### src/rtl/instr_type.sv
// Shared RV32I instruction-kind definitions. The decoder and the encoder
// both take their opcode constants from here.
package instr_type;

  typedef enum logic [3:0] {
    op_invalid   = 4'd0,
    op_lui       = 4'd1,
    op_auipc     = 4'd2,
    op_jal       = 4'd3,
    op_jalr      = 4'd4,
    op_branch    = 4'd5,
    op_load      = 4'd6,
    op_store     = 4'd7,
    op_imm_arith = 4'd8,
    op_reg_arith = 4'd9,
    op_fence     = 4'd10,
    op_system    = 4'd11
  } opcode_t;

  typedef enum logic [2:0] {
    fmt_r,
    fmt_i,
    fmt_s,
    fmt_b,
    fmt_u,
    fmt_j
  } instr_fmt_t;

  localparam logic [6:0] OPC_LUI    = 7'b0110111;
  localparam logic [6:0] OPC_AUIPC  = 7'b0010111;
  localparam logic [6:0] OPC_JAL    = 7'b1101111;
  localparam logic [6:0] OPC_JALR   = 7'b1100111;
  localparam logic [6:0] OPC_BRANCH = 7'b1100011;
  localparam logic [6:0] OPC_LOAD   = 7'b0000011;
  localparam logic [6:0] OPC_STORE  = 7'b0100011;
  localparam logic [6:0] OPC_OP_IMM = 7'b0010011;
  localparam logic [6:0] OPC_OP     = 7'b0110011;
  localparam logic [6:0] OPC_FENCE  = 7'b0001111;
  localparam logic [6:0] OPC_SYSTEM = 7'b1110011;

endpackage

### src/rtl/instr_encode_pack.sv
// Combinational RV32I field packer: picks the format for an instruction
// kind, scatters the immediate into place and flags out-of-range fields.
// An error beat always yields an all-zero word.
module instr_encode_pack
  import instr_type::*;
#(
  parameter bit CHECK_RANGE = 1'b1
) (
  input  opcode_t     kind_i,
  input  logic [2:0]  funct3_i,
  input  logic [6:0]  funct7_i,
  input  logic [4:0]  rd_i,
  input  logic [4:0]  rs1_i,
  input  logic [4:0]  rs2_i,
  input  logic [31:0] imm_i,
  output logic [31:0] instr_o,
  output logic        err_o
);

  instr_fmt_t  fmt;
  logic [6:0]  opc;
  logic        shamt_form;
  logic        range_bad;
  logic        kind_bad;
  logic [31:0] word;

  // Sign-extension checks: upper bits must all replicate the sign bit.
  logic fits12, fits13, fits21;
  assign fits12 = (&imm_i[31:11]) | ~(|imm_i[31:11]);
  assign fits13 = (&imm_i[31:12]) | ~(|imm_i[31:12]);
  assign fits21 = (&imm_i[31:20]) | ~(|imm_i[31:20]);

  // Map the instruction kind to format, major opcode and range verdict.
  always_comb begin
    fmt        = fmt_r;
    opc        = 7'd0;
    shamt_form = 1'b0;
    range_bad  = 1'b0;
    kind_bad   = 1'b0;
    case (kind_i)
      op_lui:       begin fmt = fmt_u; opc = OPC_LUI;    range_bad = |imm_i[11:0]; end
      op_auipc:     begin fmt = fmt_u; opc = OPC_AUIPC;  range_bad = |imm_i[11:0]; end
      op_jal:       begin fmt = fmt_j; opc = OPC_JAL;    range_bad = imm_i[0] | ~fits21; end
      op_jalr:      begin fmt = fmt_i; opc = OPC_JALR;   range_bad = ~fits12; end
      op_load:      begin fmt = fmt_i; opc = OPC_LOAD;   range_bad = ~fits12; end
      op_imm_arith: begin
        fmt = fmt_i;
        opc = OPC_OP_IMM;
        // SLLI/SRLI/SRAI carry funct7 in the upper bits and a 5-bit shamt.
        if (funct3_i == 3'b001 || funct3_i == 3'b101) begin
          shamt_form = 1'b1;
          range_bad  = |imm_i[31:5];
        end else begin
          range_bad  = ~fits12;
        end
      end
      op_fence:     begin fmt = fmt_i; opc = OPC_FENCE;  range_bad = |imm_i[31:12]; end
      op_system:    begin fmt = fmt_i; opc = OPC_SYSTEM; range_bad = |imm_i[31:12]; end
      op_store:     begin fmt = fmt_s; opc = OPC_STORE;  range_bad = ~fits12; end
      op_branch:    begin fmt = fmt_b; opc = OPC_BRANCH; range_bad = imm_i[0] | ~fits13; end
      op_reg_arith: begin fmt = fmt_r; opc = OPC_OP; end
      default:      kind_bad = 1'b1;
    endcase
  end

  // Scatter fields into the selected format and zero the word on error.
  always_comb begin
    word = 32'd0;
    case (fmt)
      fmt_u: word = {imm_i[31:12], rd_i, opc};
      fmt_j: word = {imm_i[20], imm_i[10:1], imm_i[11], imm_i[19:12], rd_i, opc};
      fmt_i: begin
        if (shamt_form)
          word = {funct7_i, imm_i[4:0], rs1_i, funct3_i, rd_i, opc};
        else
          word = {imm_i[11:0], rs1_i, funct3_i, rd_i, opc};
      end
      fmt_s: word = {imm_i[11:5], rs2_i, rs1_i, funct3_i, imm_i[4:0], opc};
      fmt_b: word = {imm_i[12], imm_i[10:5], rs2_i, rs1_i, funct3_i,
                     imm_i[4:1], imm_i[11], opc};
      default: word = {funct7_i, rs2_i, rs1_i, funct3_i, rd_i, opc};
    endcase
    err_o   = CHECK_RANGE ? (range_bad | kind_bad) : 1'b0;
    instr_o = (kind_bad | err_o) ? 32'd0 : word;
  end

endmodule

### src/rtl/instr_encode.sv
// Streaming RV32I instruction encoder: valid/ready input, combinational
// packing, small registered output FIFO and a saturating error counter.
module instr_encode
  import instr_type::*;
#(
  parameter int unsigned DEPTH       = 2,
  parameter int unsigned CHECK_RANGE = 1
) (
  input  logic        clk,
  input  logic        rst,
  input  logic        in_valid,
  output logic        in_ready,
  input  opcode_t     opcode_type,
  input  logic [2:0]  funct3,
  input  logic [6:0]  funct7,
  input  logic [4:0]  rd,
  input  logic [4:0]  rs1,
  input  logic [4:0]  rs2,
  input  logic [31:0] imm,
  output logic        out_valid,
  input  logic        out_ready,
  output logic [31:0] out_instr,
  output logic        out_err,
  output logic [15:0] err_cnt
);

  localparam int unsigned PW = (DEPTH > 1) ? $clog2(DEPTH) : 1;
  localparam int unsigned CW = PW + 1;
  localparam logic [CW-1:0] FULL_CNT = CW'(DEPTH);

  logic [31:0]   instr_mem_q [DEPTH];
  logic          err_mem_q   [DEPTH];
  logic [PW-1:0] wptr_q, wptr_d;
  logic [PW-1:0] rptr_q, rptr_d;
  logic [CW-1:0] cnt_q, cnt_d;
  logic [15:0]   err_cnt_q, err_cnt_d;

  logic [31:0] enc_instr;
  logic        enc_err;
  logic        push, pop;

  instr_encode_pack #(
    .CHECK_RANGE (CHECK_RANGE != 0)
  ) u_pack (
    .kind_i   (opcode_type),
    .funct3_i (funct3),
    .funct7_i (funct7),
    .rd_i     (rd),
    .rs1_i    (rs1),
    .rs2_i    (rs2),
    .imm_i    (imm),
    .instr_o  (enc_instr),
    .err_o    (enc_err)
  );

  // Held in reset or full means no new beat; no bypass when full.
  assign in_ready  = rst & (cnt_q != FULL_CNT);
  assign out_valid = (cnt_q != '0);
  assign push      = in_valid & in_ready;
  assign pop       = out_valid & out_ready;

  // Head of the FIFO drives the outputs; an empty FIFO presents zeros.
  assign out_instr = out_valid ? instr_mem_q[rptr_q] : 32'd0;
  assign out_err   = out_valid ? err_mem_q[rptr_q]   : 1'b0;
  assign err_cnt   = err_cnt_q;

  // Next-state for pointers, occupancy and the saturating error count.
  always_comb begin
    wptr_d    = push ? wptr_q + 1'b1 : wptr_q;
    rptr_d    = pop  ? rptr_q + 1'b1 : rptr_q;
    cnt_d     = cnt_q;
    if (push && !pop)
      cnt_d = cnt_q + 1'b1;
    else if (!push && pop)
      cnt_d = cnt_q - 1'b1;
    err_cnt_d = err_cnt_q;
    if (push && enc_err && err_cnt_q != 16'hFFFF)
      err_cnt_d = err_cnt_q + 16'd1;
  end

  // Control state with synchronous active-low reset that drops buffered beats.
  always_ff @(posedge clk) begin
    if (!rst) begin
      wptr_q    <= '0;
      rptr_q    <= '0;
      cnt_q     <= '0;
      err_cnt_q <= '0;
    end else begin
      wptr_q    <= wptr_d;
      rptr_q    <= rptr_d;
      cnt_q     <= cnt_d;
      err_cnt_q <= err_cnt_d;
    end
  end

  // FIFO storage: write the encoded beat at the tail on accept.
  always_ff @(posedge clk) begin
    if (push) begin
      instr_mem_q[wptr_q] <= enc_instr;
      err_mem_q[wptr_q]   <= enc_err;
    end
  end

endmodule

### config.mk
export PLATFORM = sky130hd
export DESIGN_NAME = instr_encode
export DESIGN_NICKNAME = d
export VERILOG_FILES = /design/src/rtl/instr_type.sv /design/src/rtl/instr_encode_pack.sv /design/src/rtl/instr_encode.sv
export SDC_FILE = /design/constraint.sdc
export NUM_CORES = 1
export LEC_CHECK = 0
export CAP_MARGIN = 20
export CORE_MARGIN = 2
export CORE_UTILIZATION = 40
export CTS_BUF_LIST = sky130_fd_sc_hd__clkbuf_8
export CTS_CLUSTER_SIZE = 20
export DETAILED_ROUTE_END_ITERATION = 8
export GPL_TIMING_DRIVEN = 0
export PLACE_DENSITY = 0.68
export SYNTH_ARGS = -nofsm -noshare
export SYNTH_HDL_FRONTEND = slang
export SYNTH_HIERARCHICAL = 1
export SYNTH_SLANG_ARGS = --single-unit
### constraint.sdc
create_clock -name clk -period 7.22 [get_ports clk]
set_input_delay 1.805 -clock clk [delete_from_list [all_inputs] [get_ports clk]]
set_output_delay 1.805 -clock clk [all_outputs]
set_load 0.01 [all_outputs]
* Yosys cells after proc, flatten, opt, wreduce, memory -nomap -nowiden *
Memories as Yosys holds them, arrays and structs flattened. A register that Yosys moved wholly into a read port is not among the register bits.
Index checks and enable logic that the tools add are counted.
Widths: inputs -> output; s select.

operators by class
  add/sub/neg operators = 5
  reductions and logical operators = 22
  bitwise operators = 16
  equal/unequal tests = 20
  multiplexer cells = 20

operator list
  cell                   number
  $pmux 32 s5            1
  $mux 32                3
  $pmux 7 s11            1
  $reduce_or 27->1       1
  $reduce_or 12->1       2
  $reduce_and 21->1      1
  $reduce_or 21->1       1
  $reduce_and 20->1      1
  $reduce_or 20->1       1
  $add 16x1->16 const B  1
  $eq 4x3->1 const B     4
  $eq 4x4->1 const B     4
  $ne 16x16->1 const B   1
  $pmux 3 s5             1
  $reduce_and 12->1      1
  $mux 1                 11
  $reduce_or 11->1       1
  $eq 3x3->1 const B     3
  $eq 4x2->1 const B     2
  $or 1x1->1             7
  $eq 3x1->1 const B     2
  $eq 3x2->1 const B     2
  $not 1->1              6
  $pmux 1 s6             1
  14 further kinds       24

word-level totals
  RAM bits = 66
  bits in registers = 20
  memories kept = 2
  output and inout port bits = 51
  input port bits = 65

memories
  name         depth  width  read ports  clocked after memory_dff  write ports  RTL line            text
  instr_mem_q  2      32     1           1                         1            instr_encode.sv:31  logic [31:0] instr_mem_q [DEPTH];
  err_mem_q    2      1      1           1                         1            instr_encode.sv:32  logic err_mem_q [DEPTH];

* Depth between registers and ports, before layout *
  word-level depth = 9
  gate-level depth with buffers = 12
  gate-level depth less buffers = 11

* Cells and area by module *
Netlist, hierarchy kept.

modules (own cells, without submodules)
  module             cells each  times used  area an instance (um^2)
  instr_encode       255         1           3519.6
  instr_encode_pack  170         1           1074.8

* Worst setup path after synthesis *
OpenSTA, ideal clock, no wires.

  path kind = input -> register
  from = input port rst
  to = memory err_mem_q[0] (enable)
  buffers on the path = 1
  library setup time = 427 ps
  stages on the path = 3
  arrival = 3804 ps
  slack = 2989 ps
  cell sequence = clkbuf_1 and3_1 nor2b_1

on the way
  cells in the longest elaborated chain, start to end = 4

RTL lines
  element                       RTL line             text
  start: declaration            instr_encode.sv:10   input logic rst,
  $and 1x1->1                   instr_encode.sv:57   assign in_ready = rst & (cnt_q != FULL_CNT);
  $and 1x1->1                   instr_encode.sv:59   assign push = in_valid & in_ready;
  net push                      instr_encode.sv:40   logic push, pop;
  $mux 1                        instr_encode.sv:98   if (push) begin
  $mux 1 (not written as such)  instr_encode.sv:100  err_mem_q[wptr_q] <= enc_err;
  end: declaration              instr_encode.sv:32

The timed path passes the listed nets, and every way through them passes these cells.

* Worst setup path after layout *
  from = input port rst
  to = output port in_ready

on the way
  cells in the longest elaborated chain, start to end = 1

RTL lines
  element           RTL line            text
  $and 1x1->1       instr_encode.sv:57
  end: declaration  instr_encode.sv:12  output logic in_ready,

Every way passes these cells.

==> impl_metrics.csv <==
group,metric,value,unit
power_and_ir_drop,powerDensity,251,mW/mm^2
sta,setup_viol,0,
synthesis,synthDistinctLibCells,55,
clock_tree,cts_made_buffers,9,
clock_tree,clk_pin_slew,0.09,ns
floorplanning,core,0.0113,sq mm
run,max-cap-violations,0,
clock_tree,cts-root-buf,"clkbuf_8",
layout,fill_cells,1012,
clock_tree,holdBufCountCts,0,
floorplanning,start_util,40.6,%
floorplanning,io_pins,116,
sta,slew_violations,0,
global_route,grt_pass1_vias,3765,
synthesis,synth_area,0.00459,sq mm
critical_path,reg2reg_from,"cnt_q[0]",
critical_path,r2r_slack,5.25,ns
critical_path,critical_path_arrival,3.44,ns
clock_tree,clk_path_buf_depth,2,
synthesis,async_reset_ff_share,0,%
sta,worst_slack,1.97,ns
layout,area_growth,33.9,%
layout,drive_above_1_share,7.55,%
critical_path,crit_end,"in_ready",
synthesis,synth_top_area_cell,"edfxtp_1",
critical_path,crit_start,"rst",
synthesis,synth_top_cell_area_share,43.1,%
clock_tree,cts-resized-gates,0,
detailed_routing,wl_per_cell,16.7,microns
place,pre_cts_ws,1.98,ns
status,status,"complete, no violations",
global_route,grt_pass1_wl,19100,microns
critical_path,start_kind,"input port",
detailed_routing,vias,3836,
synthesis,syn_nets,496,
synthesis,ys_ff_latch,87,
synthesis,yosysMostFrequentCell,"nor2_1",
sta,rsz0062_at_grt,"false",
synthesis,synth_edf_count,66,
layout,antenna_cells,0,
clock_tree,worstSkewPairLatency,0.36,ns
global_route,grt_max_degree,34,
synthesis,avgSynthCellArea,10.8,sq um
hold_path,hp-class,"register to register",
synthesis,synth_flop_cell,"edfxtp_1",
floorplanning,die_area,0.0124,sq mm
critical_path,r2r_cells,3,
sta,fin_crit,5.25,ns
sta,timing.setup.tns,0,ns
synthesis,synthTopCellsByCount,"74 x nor2_1, 66 x edfxtp_1, 51 x mux2i_1, 25 x nand2_1, 21 x dfxtp_1",
layout,fin_nets,622,
critical_path,r2r-end,"instr_mem_q[1][17]",
power_and_ir_drop,leakagePower,2.17,nW
critical_path,critical_path_class,"input port to output pin",
floorplanning,die_w,111,microns
floorplanning,fp-row-count,39,
clock_tree,cts_sinks,87,
sta,fmax,191,MHz
place,port-buffer-count,114,
clock_tree,cts_tree,"yes",
global_route,grt_usage,19.2,%
global_route,antenna_found_initial,0,
clock_tree,cts_setup_buffers,0,
sta,max-slew-margin-rel,36.9,%
synthesis,synthCells,425,
synthesis,yosysSeqAreaShare,52.3,%
place,dp_hpwl,8830,microns
sta,fin_skew,0.00644,ns
critical_path,cp-end-kind,"output pin",
critical_path,critPathMaxFanout,10,
floorplanning,die_y,111,microns
synthesis,yosysWarnings,6,
detailed_routing,drtAntennaViolNets,0,
detailed_routing,vias_per_cell,5.49,
detailed_routing,totalWireLength,11700,microns
detailed_routing,drc,0,
power_and_ir_drop,ir_worst_vdd,0.118,mV
place,place_congestion,0.915,
sta,min_period_over_period,72.6,%
detailed_routing,drt_iter0_markers,234,
sta,final_hold_viol_count,0,
critical_path,critPathRequiredTime,5.41,ns
clock_tree,cts.htree.levels,3,
detailed_routing,drtPass1Iterations,7,
synthesis,netlist_top_cells_area,"edfxtp_1 43%, mux2i_1 11%, dfxtp_1 9.2%, nor2_1 6.0%, nand2_1 2.0%",
sta,worstMarginPinSlew,0.944,ns
global_route,grt_remaining_overflow,0,
## where the power goes
group          leakage, nW  total, W  switching [W]  internal [W]
Combinational         1.28  0.000593       0.000301      0.000291
Clock                0.101  0.000345       0.000181      0.000163
Sequential           0.791  0.000607      0.0000171      0.000590
Total                 2.17   0.00154       0.000500       0.00104
## kinds of logic after synthesis
kind of cell / synth area share (%)
AOI/OAI and AO/OA: 8.66
xor gates and xnor gates: 2.67
adders and majority gates: 1.63
buffers and inverters: 3.13
DFF: 52.3
muxes: 11.1
and+or+nand+nor: 20.5
## stage by stage
stage	power [W]	hold slack [ns]	std cells	instance area, sq um	utilization [%]
2_1_floorplan	0.000924	0.472	425	4590	-
3_3_place_gp	0.00120	0.462	682	5910	52.2
3_5_place_dp	0.00122	0.488	683	5950	52.6
4_1_cts	0.00156	0.503	699	6150	54.3
5_1_grt	0.00163	0.532	699	6150	54.3
6_report	0.00154	0.497	699	6150	54.3
## critical path: stages
cell	delay (ns)
clkdlybuf4s50_1	0.53
clkbuf_1	0.36
and2_1	0.21
clkdlybuf4s50_1	0.53
## placed cells by master, fill, tap and decap left out, types with 3 or more instances in the layout
cell	Yosys	routed
o211ai_1	4	4
inv_6	0	3
nor2_1	74	74
and3_1	6	6
clkbuf_8	0	9
nand4b_1	3	3
nand2_1	25	25
nand2b_1	6	6
ha_1	6	6
nor2b_1	5	4
a222oi_1	7	7
dfxtp_1	21	21
nor4_1	5	5
nand3_1	7	7
xnor2_1	7	7
mux2i_1	51	51
inv_1	9	9
buf_2	7	7
a21oi_1	14	14
xor2_1	7	7
clkdlybuf4s50_1	0	114
and2_1	6	5
o21ai_0	6	6
nand4_1	11	11
clkbuf_1	13	13
o22ai_1	3	3
a22oi_1	4	4
nor3_1	12	12
edfxtp_1	66	66
a31oi_1	3	3
## routing by layer
metal  vias up  wire [microns]  global-route usage (%)
li1       1831               -                       -
met4         0             231                    7.41
met5         -               0                       0
met3        15             862                    5.03
met2       180            5460                    30.2
met1      1810            5110                    25.5
## worst min path at each step
| stage | endpoint | slack [ns] | cells past startpoint | start |
|---|---|---|---|---|
| final | err_cnt[15] | 0.50 | 1 | err_cnt[15] |
| after global routing | err_cnt[15] | 0.53 | 1 | err_cnt[15] |
| after CTS | err_cnt[15] | 0.50 | 1 | err_cnt[15] |
| after detailed placement | err_cnt[15] | 0.49 | 1 | err_cnt[15] |
| after global placement | err_cnt[15] | 0.46 | 1 | err_cnt[15] |
| after floorplan | cnt_q[1] | 0.47 | 2 | cnt_q[1] |
## area by class of cell
cell class                 instances  area (sq um)  area share (%)
sequential                        87          2400            39.0
multi-input combinational        305          2060            33.4
timing repair buffer             115          1170            19.0
tap                              143           179            2.91
clock buffer                       9           124            2.01
buffer                            24           110            1.79
clock inverter                     7          77.6            1.26
inverter                           9          33.8           0.549
## flip-flops by register name, summed over array words and instances (netlist names), named ones only
| signal | flops |
|---|---|
| rptr_q | 1 |
| instr_mem_q | 64 |
| cnt_q | 2 |
| err_mem_q | 2 |
| err_cnt | 16 |
| wptr_q | 1 |
(Power assumes the default switching activity.)
